$ cat src/rtl/cpu_pkg.sv
// Shared core types and defaults for the fetch stage.
// FETCH_IRQ_EDGE_EN selects edge-triggered, pending-latched interrupts.
package cpu_pkg;

    localparam int PC_W_DEF = 8;
    localparam int FLAGS_W = 4;
    localparam logic [7:0] IRQ_VEC_DEF = 8'hF0;

    typedef enum logic [1:0] {
        RUN        = 2'd0,
        ISR        = 2'd1,
        HALTED     = 2'd2,
        HALTED_ISR = 2'd3
    } fetch_state_t;

    function automatic logic state_halted(input fetch_state_t s);
        return (s == HALTED) || (s == HALTED_ISR);
    endfunction

    function automatic logic state_in_isr(input fetch_state_t s);
        return (s == ISR) || (s == HALTED_ISR);
    endfunction

    function automatic logic state_can_irq(input fetch_state_t s);
        return (s == RUN) || (s == HALTED);
    endfunction

endpackage

$ cat src/rtl/fetch_unit_irq_detect.sv
// Interrupt request qualifier: level-sensitive by default,
// rising-edge with a pending latch when FETCH_IRQ_EDGE_EN is defined.
module irq_detect (
    input  logic clk,
    input  logic reset,
    input  logic irq,
    input  logic allow,
    output logic irq_take
);

`ifdef FETCH_IRQ_EDGE_EN
    logic irq_q;
    logic pending_q;
    logic rise;

    assign rise     = irq & ~irq_q;
    assign irq_take = pending_q & allow;

    // a fresh edge in the same cycle as a take re-arms the latch
    always_ff @(posedge clk) begin
        if (reset) begin
            irq_q     <= 1'b0;
            pending_q <= 1'b0;
        end else begin
            irq_q     <= irq;
            pending_q <= (pending_q & ~irq_take) | rise;
        end
    end
`else
    logic unused_clk_rst;

    assign unused_clk_rst = clk ^ reset;
    assign irq_take       = irq & allow;
`endif

endmodule

$ cat src/rtl/fetch_unit.sv
// PC and control-flow stage: jump/halt/rti handling and one
// non-nesting interrupt level. FETCH_IRQ_EDGE_EN picks edge-mode irq.
module fetch_unit
    import cpu_pkg::*;
#(
    parameter int PC_W = PC_W_DEF,
    parameter logic [PC_W-1:0] IRQ_VEC = PC_W'(IRQ_VEC_DEF)
) (
    input  logic               clk,
    input  logic               reset,
    input  logic               halt,
    input  logic               jmp,
    input  logic               rti,
    input  logic [PC_W-1:0]    jmp_target,
    input  logic [FLAGS_W-1:0] flags_in,
    input  logic               irq,
    output logic [PC_W-1:0]    pc_out,
    output logic [FLAGS_W-1:0] flags_restore,
    output logic               flags_restore_en,
    output logic               halted,
    output logic               in_isr
);

    fetch_state_t        state_q;
    fetch_state_t        state_d;
    logic [PC_W-1:0]     pc_q;
    logic [PC_W-1:0]     pc_d;
    logic [PC_W-1:0]     saved_pc_q;
    logic [PC_W-1:0]     saved_pc_d;
    logic [FLAGS_W-1:0]  saved_flags_q;
    logic [FLAGS_W-1:0]  saved_flags_d;
    logic [PC_W-1:0]     pc_plus1;
    logic [PC_W-1:0]     next_pc;
    logic [PC_W-1:0]     return_pc;
    logic                irq_take;

    irq_detect u_irq (
        .clk      (clk),
        .reset    (reset),
        .irq      (irq),
        .allow    (state_can_irq(state_q)),
        .irq_take (irq_take)
    );

    assign pc_plus1 = pc_q + 1'b1;
    assign next_pc  = jmp ? jmp_target : pc_plus1;

    // halted or halting instructions resume at the following address
    assign return_pc = (state_q == RUN && !halt) ? next_pc : pc_plus1;

    always_comb begin
        state_d       = state_q;
        pc_d          = pc_q;
        saved_pc_d    = saved_pc_q;
        saved_flags_d = saved_flags_q;
        unique case (state_q)
            RUN: begin
                if (irq_take) begin
                    saved_pc_d    = return_pc;
                    saved_flags_d = flags_in;
                    pc_d          = IRQ_VEC;
                    state_d       = ISR;
                end else if (halt) begin
                    state_d = HALTED;
                end else begin
                    pc_d = next_pc;
                end
            end
            ISR: begin
                if (rti) begin
                    pc_d    = saved_pc_q;
                    state_d = RUN;
                end else if (halt) begin
                    state_d = HALTED_ISR;
                end else begin
                    pc_d = next_pc;
                end
            end
            HALTED: begin
                if (irq_take) begin
                    saved_pc_d    = return_pc;
                    saved_flags_d = flags_in;
                    pc_d          = IRQ_VEC;
                    state_d       = ISR;
                end
            end
            HALTED_ISR: begin
                state_d = HALTED_ISR;
            end
            default: begin
                state_d = RUN;
            end
        endcase
    end

    always_ff @(posedge clk) begin
        if (reset) begin
            state_q       <= RUN;
            pc_q          <= '0;
            saved_pc_q    <= '0;
            saved_flags_q <= '0;
        end else begin
            state_q       <= state_d;
            pc_q          <= pc_d;
            saved_pc_q    <= saved_pc_d;
            saved_flags_q <= saved_flags_d;
        end
    end

    assign pc_out           = pc_q;
    assign flags_restore    = saved_flags_q;
    assign flags_restore_en = (state_q == ISR) && rti;
    assign halted           = state_halted(state_q);
    assign in_isr           = state_in_isr(state_q);

endmodule

$ cat config.mk
export PLATFORM = sky130hd
export DESIGN_NAME = fetch_unit
export DESIGN_NICKNAME = d
export VERILOG_FILES = /design/src/rtl/cpu_pkg.sv /design/src/rtl/fetch_unit_irq_detect.sv /design/src/rtl/fetch_unit.sv
export SDC_FILE = /design/constraint.sdc
export NUM_CORES = 1
export LEC_CHECK = 0
export ABC_AREA = 1
export CORE_ASPECT_RATIO = 0.5
export CORE_UTILIZATION = 54
export DETAILED_ROUTE_END_ITERATION = 16
export GPL_TIMING_DRIVEN = 0
export PLACE_DENSITY = 0.85
export SYNTH_ARGS = -nofsm -noshare
export SYNTH_HDL_FRONTEND = slang
export SYNTH_HIERARCHICAL = 1
export SYNTH_SLANG_ARGS = --single-unit
$ cat constraint.sdc
create_clock -name clk -period 5 [get_ports clk]
set_clock_uncertainty 0.2 [all_clocks]
set_input_delay 1 -clock clk [delete_from_list [all_inputs] [get_ports clk]]
set_output_delay 1 -clock clk [all_outputs]
set_load 0.02 [all_outputs]
==> results of run 1 <==
area by class of cell:
cell class | count | area share
buffer | 8 | 0.02102
clock buffer | 3 | 0.02237
inverter | 27 | 0.05492
multi-input combinational | 176 | 0.4712
sequential | 22 | 0.2386
tap | 35 | 0.02373
timing repair buffer | 31 | 0.1681
placed cells by master, fill, tap and decap left out, drive strengths merged:
| cell | n |
|---|---|
| dfxtp | 22 |
| buf | 5 |
| xor2 | 2 |
| nand3 | 8 |
| clkbuf | 6 |
| o21ai | 33 |
| o21bai | 3 |
| nand2 | 71 |
| a31oi | 4 |
| mux2i | 1 |
| clkdlybuf4s50 | 31 |
| a21oi | 21 |
| nand4 | 1 |
| inv | 27 |
| ha | 5 |
| nor2 | 22 |
| or2 | 1 |
| xnor2 | 1 |
| o22ai | 3 |
metrics by stage:
step	hold WS, ns	utilization	area, sq um
2_1_floorplan	0.2386	-	1450
3_3_place_gp	0.2555	0.7605	1804
3_5_place_dp	0.2569	0.7605	1804
4_1_cts	0.2684	0.7780	1846
5_1_grt	0.2824	0.7780	1846
6_report	0.2664	0.7780	1846
state kept, by name (all words and copies together) (netlist names):
signal / flops
saved_pc_q: 8
flags_restore: 4
pc_out: 8
state_q: 2
worst max-delay path, stage by stage:
cell	delay, ns
clkdlybuf4s50_1	0.52
nand2_1	0.08
inv_1	0.15
clkdlybuf4s50_1	0.63
cell usage after synthesis:
cell type  count
a21oi_1       20
a21oi_2        1
a31oi_1        4
buf_2          4
buf_4          1
clkbuf_1       3
dfxtp_1       22
ha_1           5
inv_1         25
inv_2          2
mux2i_1        1
nand2_1       70
nand2_2        1
nand3_1        7
nand3_2        1
nand4_1        1
nor2_1        19
nor2_2         1
nor2_4         2
o21ai_0       31
o21ai_1        1
o21ai_2        1
o21bai_1       3
o22ai_1        3
or2_1          1
xnor2_1        1
xor2_1         2
power groups by stage:
stage / Clock (mW) / Combinational (mW) / Sequential, mW
finish: 0.109 / 0.677 / 0.307
global placement: 0 / 0.646 / 0.307
detailed placement: 0 / 0.666 / 0.308
global route: 0.119 / 0.748 / 0.315
floorplan: 0 / 0.418 / 0.340
CTS: 0.112 / 0.669 / 0.306
per-layer routing:
| layer | vias to the layer above | global-route usage | routed length, um |
|---|---|---|---|
| met2 | 82 | 0.4911 | 1644 |
| met5 | - | 0 | 0 |
| met4 | 0 | 0.02778 | 23 |
| met1 | 732 | 0.4022 | 1787 |
| met3 | 6 | 0.06510 | 424 |
| li1 | 826 | - | - |
how the worst max path moves through the flow:
stage / start / end / slack (ns) / cells past startpoint
2_1_floorplan: rti / flags_restore_en / 2.56 / 2
5_1_grt: rti / flags_restore_en / 1.37 / 4
4_1_cts: rti / flags_restore_en / 1.42 / 4
3_3_place_gp: rti / flags_restore_en / 1.43 / 4
6_report: rti / flags_restore_en / 1.42 / 4
3_5_place_dp: rti / flags_restore_en / 1.42 / 4
cell families (layout without fill, tap and decap cells):
kind of cell    Yosys count  in the layout  synth area share
compound gates           64             64            0.2373
mux                       1              1          0.006903
buf+inv                  35             69           0.09664
simple gates            103            103            0.2942
flops                    22             22            0.3037
fa+ha+maj                 5              5           0.04314
xor+xnor                  3              3           0.01812
==> summary by stage, run 1 <==
Drt
The mean number of vias per cell is 5.450. In the routed design, unresolved DRC markers number 0. The detailed router finished its first iteration with 146 violations. The first detailed-routing pass took 4 iterations.

The total wire length after detailed routing is 3879 um. The detailed-route wire length per cell is 12.84 um. Summing over every cut layer, the via total after detailed routing is 1646. The residual antenna-violating net count after detailed routing is 0.

Timing
The highest clock frequency the design can meet is 279.1 MHz. After routing, the total negative slack on setup checks comes to 0 ns. The smallest clock period supported by the final layout is computed as 3.583 ns. At the pin with the least slew margin, the transition time is 0.5062 ns.

In this run the tightest slew margin relative to its limit is 0.6625. Setup repair after global routing left no endpoint under its margin. The number of max-slew violations in the final report came to 0. Setup violations remaining at the end of the flow were counted as 0. The final-report hold violation count was 0. The final critical-path setup slack is 1.417 ns. The share of the clock period used by the worst path after layout is 0.7165.

Min path
Along the worst hold path, the cell count comes to 2. The hold path startpoint is saved_pc_q[0]$_SDFFE_PP0P_. The path category of the worst min-delay check is flop to flop. The path with the worst hold slack has its endpoint at pc_out[0]$_SDFFE_PP0P_.

Outcome
The run finished with clean final reports.

Power
Of the total power, the share spent switching nets is 0.4855. In this run the static leakage power is 0.8314 nW. The internal power is 562.5 uW. The peak ir drop on the vdd network is 0.4143 mV. The sequential share of power is 0.281. The clock power share is 0.099.

The net switching power figure is 530.8 uW. Total power for the finished layout comes to 1.093 mW. The power per cell area is 592.4 mW/mm^2. The share of total power dissipated in combinational logic is 0.620.

Floorplanning
Pin placement for this block handled 33 I/O pins. Row generation in the floorplan step produced 12 rows. After floorplanning, the core was sized to cover 0.002372 sq mm. For this configuration, the core starts out at a cell density of 0.6113. The die extent in x is 75.29 um. The die boundary height is 38.65 um. The area of the die is 0.002909 sq mm.

Place
The pre-CTS setup slack is 1.416 ns. Input and output buffers added on the ports amount to 31. The number of placed cells counting well taps is 299.

Once detailed placement completed, the half-perimeter wirelength came to 2980 um. The final RePlAce weighted congestion is 0.8751.

Cells and area
Excluding fillers, the count of instances in the completed layout stands at 302. The layout cell share with drive strength beyond 1 is 0.06367. Registers take 440.4 sq um. 0 antenna diodes ended up in the layout. The layout overhead on the synthesized area is 27.26%. After filler insertion, the fill cell instance count of the layout stands at 200.

After the last flow step, the layout net total stands at 292. The multi-input combinational cells in the finished layout cover a total of 869.6 sq um.

Global route
The total track usage is 0.2927. Entering global routing, the biggest net connects 12 pins. The global-route wire length before repair is 6106 um. The via count of the first global-routing pass was 1361. The number of antenna violations at the first check in global routing is 0. The residual overflow from global routing is 0.

Critical path
The slack of the worst reg-to-reg path is 2.75 ns. The count of cells along the worst register-to-register path is 12. In this run the worst path has a maximum fanout of 5. The kind of launch point of the worst setup path is a primary input. The critical path in this run is classified as primary input to primary output.

For the worst setup path, the data arrival time is 2.38 ns. The startpoint identified for the worst register-to-register timing path is state_q[0]$_SDFFE_PP0P_. The critical path data required time is 3.80 ns. The worst setup path is captured at a primary output. The endpoint of the worst register-to-register path is pc_out[3]$_SDFFE_PP0P_.

Synthesis
Counting flops and latches in the post-synthesis netlist gives 22. The combined area of all synthesized cells is 0.001450 sq mm. The biggest area consumer among synthesized cells is dfxtp_1. After technology mapping, the gate count stands at 233. After synthesis, the mean cell area works out to 6.224 sq um.

The share of the synthesized area in the top cell type is 0.3037. In the post-synthesis netlist, the biggest area contributors are dfxtp_1 30%, nand2_1 18%, o21ai_0 11%, a21oi_1 6.9%, inv_1 6.5%. The number of synthesis warnings is 6. The distinct cell type count after synthesis is 27. The register area share after synthesis is 0.3037.

The synthesized net count is 256.

Clock tree
The clock insertion delay at the later pin of the skew report is 0.26 ns. The root buffer cell is clkbuf_8. The clock slew seen by the registers of the worst setup and hold paths is 0.07 ns. The count of cells resized by post-cts repair is 0. The clock tree from TritonCTS is yes. In this run the deepest clock path goes through 2 buffers. The number of clock buffers added by TritonCTS is 3.

The number of sinks on the clock net is 22. The hold buffer count at CTS is 0. CTS built an H-tree with a depth of 1. The number of setup buffers added after CTS is 0.

Job
Max-cap violations in this run came to 0.
Power figures use the tool's default switching activity.
==> run 2: changes to the inputs <==
--- a/config.mk
+++ b/config.mk
@@ -7,10 +7,10 @@
 export LEC_CHECK = 0
 export ABC_AREA = 1
 export CORE_ASPECT_RATIO = 0.5
-export CORE_UTILIZATION = 54
+export CORE_UTILIZATION = 45
 export DETAILED_ROUTE_END_ITERATION = 16
 export GPL_TIMING_DRIVEN = 0
-export PLACE_DENSITY = 0.85
+export PLACE_DENSITY = 0.76
 export SYNTH_ARGS = -nofsm -noshare
 export SYNTH_HDL_FRONTEND = slang
 export SYNTH_HIERARCHICAL = 1
==> constraint.sdc (replaced) <==
create_clock -name clk -period 2.9 [get_ports clk]
set_clock_uncertainty 0.2 [all_clocks]
set_input_delay 0.58 -clock clk [delete_from_list [all_inputs] [get_ports clk]]
set_output_delay 0.58 -clock clk [all_outputs]
set_load 0.02 [all_outputs]
==> summary by stage, run 2 (synthesis results as in run 1) <==
Outcome
The flow ran to the end, and the final reports show no timing, DRC or antenna violations.

Cells and area
Leaving out fill and tap cells, the most frequent cell in the layout is nand2_1. The layout cell share with drive strength beyond 1 is 0.06716 (+0.003494). The filler-free cell count of the finished design is 308 (+2.0%). The top cell types in the final layout, fill and taps aside, are 70 x nand2_1, 31 x o21ai_0, 31 x clkdlybuf4s50_1. The area growth from synthesis to layout is 28.65%. The multi-input logic area is 869.6 sq um (unchanged). The count of inserted antenna diode cells is 0 (unchanged). The number of fill cells in the layout is 298 (+49%). The footprint of the flip-flops and latches is 440.4 sq um (unchanged).

The core occupancy in the finished layout is 0.6156 (-0.1623). The layout net count came to 292 (unchanged).

Clock tree
The number of buffers created by CTS is 3 (unchanged). The clock slew seen by the registers of the worst setup and hold paths is 0.08 ns (about the same). The count of H-tree levels built during CTS is 1 (unchanged). The hold buffer count at CTS is 0 (unchanged).

The number of sinks on the clock net was 22 (unchanged). The count of cells resized by post-cts repair was 0 (unchanged). The root buffer cell is clkbuf_8.

The clock tree from TritonCTS is yes. The number of setup buffers added after CTS came to 0 (unchanged). The clock insertion delay at the later pin of the skew report is 0.27 ns (about the same). The maximum clock insertion buffer count was 2 (unchanged).

Critical path
In this design, the critical path's most frequently occurring cell is clkdlybuf4s50_1. The dominant delay contributor by cell family on the critical path is buffers and inverters. The count of buffer and inverter cells on the critical path is 3 (unchanged). The critical path data required time is 2.12 ns (-1.68 ns).

The delay of the slowest cell on the worst path was 0.63 ns (about the same). The start-to-end type of the worst setup path is primary input to primary output. STA classifies the critical path startpoint as a primary input. The critical path goes through clkdlybuf4s50_1 -> nand2_1 -> inv_1 -> clkdlybuf4s50_1.

On the critical path, the stage with the largest delay is an instance of clkdlybuf4s50_1. The highest net fanout along the worst path came to 5 (unchanged). The type of element capturing the critical path is a primary output. The data arrival time of the critical path is 1.97 ns (-0.41 ns).

Place
The pre-CTS setup slack is 0.1614 ns (-1.254 ns). The final RePlAce weighted congestion was 0.8765 (+0.16%). The number of port buffers is 31 (unchanged). The number of placed cells counting well taps is 304 (+1.7%).

The placed wire-length estimate was 2799 um (-6.1%).

Floorplanning
The area of the die is 0.003467 sq mm (+19%). The row count is 14 (+2). The initial standard-cell utilization of the core came to 0.4785 (-0.1328). The die extent in x is 82.28 um (+9.3%). The die boundary height was 42.14 um (+9.0%). The area of the core region is 0.003030 sq mm (+28%). The number of primary I/O pins is 33 (unchanged).

Timing
The transition time at the pin with the least slew margin is 0.5245 ns (+0.01833 ns). The share of the clock period used by the worst path after layout is 0.9483. The clock period minus worst slack is 2.750 ns. The relative slew slack is 0.6503 (-0.01222). The final critical-path setup slack came to 0.1500 ns (-1.267 ns). The final-report hold violation count was 0 (unchanged).

Derived from the worst setup path, the maximum achievable clock frequency is 363.6 MHz. The number of max-slew violations in the final report is 0 (unchanged). Setup repair after global routing left no endpoint under its margin.

The total negative slack is 0 ns (unchanged). The number of endpoints failing setup at the final stage is 0 (unchanged).

Drt
The first-pass iteration count of the detailed router came to 5 (+1). The residual antenna-violating net count after detailed routing is 0 (unchanged). The mean number of vias per cell came to 5.218 (-4.3%).

The detailed router's first-iteration violation count is 79 (-46%). The total number of vias is 1607 (-2.4%). The post-route DRC violation count is 0 (unchanged). The detailed-route wire length per cell was 12.21 um (-4.9%). The total wire length after detailed routing is 3762 um (-3.0%).

Global route
The number of antenna violations at the first check in global routing is 0 (unchanged). The via count of the first global-routing pass was 1356 (-0.37%). The residual overflow from global routing is 0 (unchanged).

The global-route wire length before repair is 6292 um (+3.0%). The total track usage is 0.2407 (-0.05194). The maximum number of pins on one net before global-route repair is 13 (+1).

Power
The peak ir drop on the vdd network was 0.5599 mV (+35%). The leakage power is 0.8386 nW (+0.86%). The power per cell area is 1020 mW/mm^2 (+72%).

Job
The number of violations of the max-capacitance limit is 0 (unchanged).

Min path
The path category of the worst min-delay check is flop to flop.
==> run 2: cell types whose count changed in the layout (fill, tap and decap cells not counted), sizes merged <==
cell,change
clkbuf,+1
==> run 2: where the power goes <==
part,switching [mW],internal (mW)
Clock,0.105,0.121
Sequential,0.106,0.422
Combinational,0.694,0.455
Total,0.904,0.998
==> run 2: final cells by class <==
cell class	instances	area share
multi-input combinational	176	0.4661
sequential	22	0.2361
timing repair buffer	31	0.1663
inverter	27	0.05433
clock buffer	4	0.02951
tap	40	0.02683
buffer	8	0.02079
==> run 2: final timing paths <==
check | start | to | slack [ns] | depth (start not counted)
worst min-delay path | saved_pc_q[2]$_SDFFE_PP0P_ | pc_out[2]$_SDFFE_PP0P_ | 0.26 | 2
worst max-delay path | rti | flags_restore_en | 0.15 | 4
worst min register to register | saved_pc_q[2]$_SDFFE_PP0P_ | pc_out[2]$_SDFFE_PP0P_ | 0.26 | 2
worst max register to register | state_q[0]$_SDFFE_PP0P_ | pc_out[3]$_SDFFE_PP0P_ | 0.68 | 12
==> run 2: worst register-to-register path: cells and delay by family (launching register included) <==
kind                       cells  cell delay (ns)
AOI/OAI and AO/OA              4             0.56
adders and majority gates      1             0.26
buffers and inverters          4             0.33
DFF                            1             0.36
and+or+nand+nor                3             0.44
==> run 2: metal layers <==
metal	routed length [um]	share of wire	global-route usage
met5	0	0	0
met4	19	0.0051	0.03158
met3	285	0.076	0.06522
met2	1659	0.44	0.3818
met1	1797	0.48	0.3333
==> run 2: through the flow <==
step                      hold slack (ns)  power [mW]  cell area [sq um]
after global routing               0.2907       2.080               1866
after floorplan                    0.2386       1.306               1450
after CTS                          0.2673       1.900               1866
after detailed placement           0.2530       1.667               1810
after global placement             0.2517       1.649               1810
final                              0.2626       1.902               1866
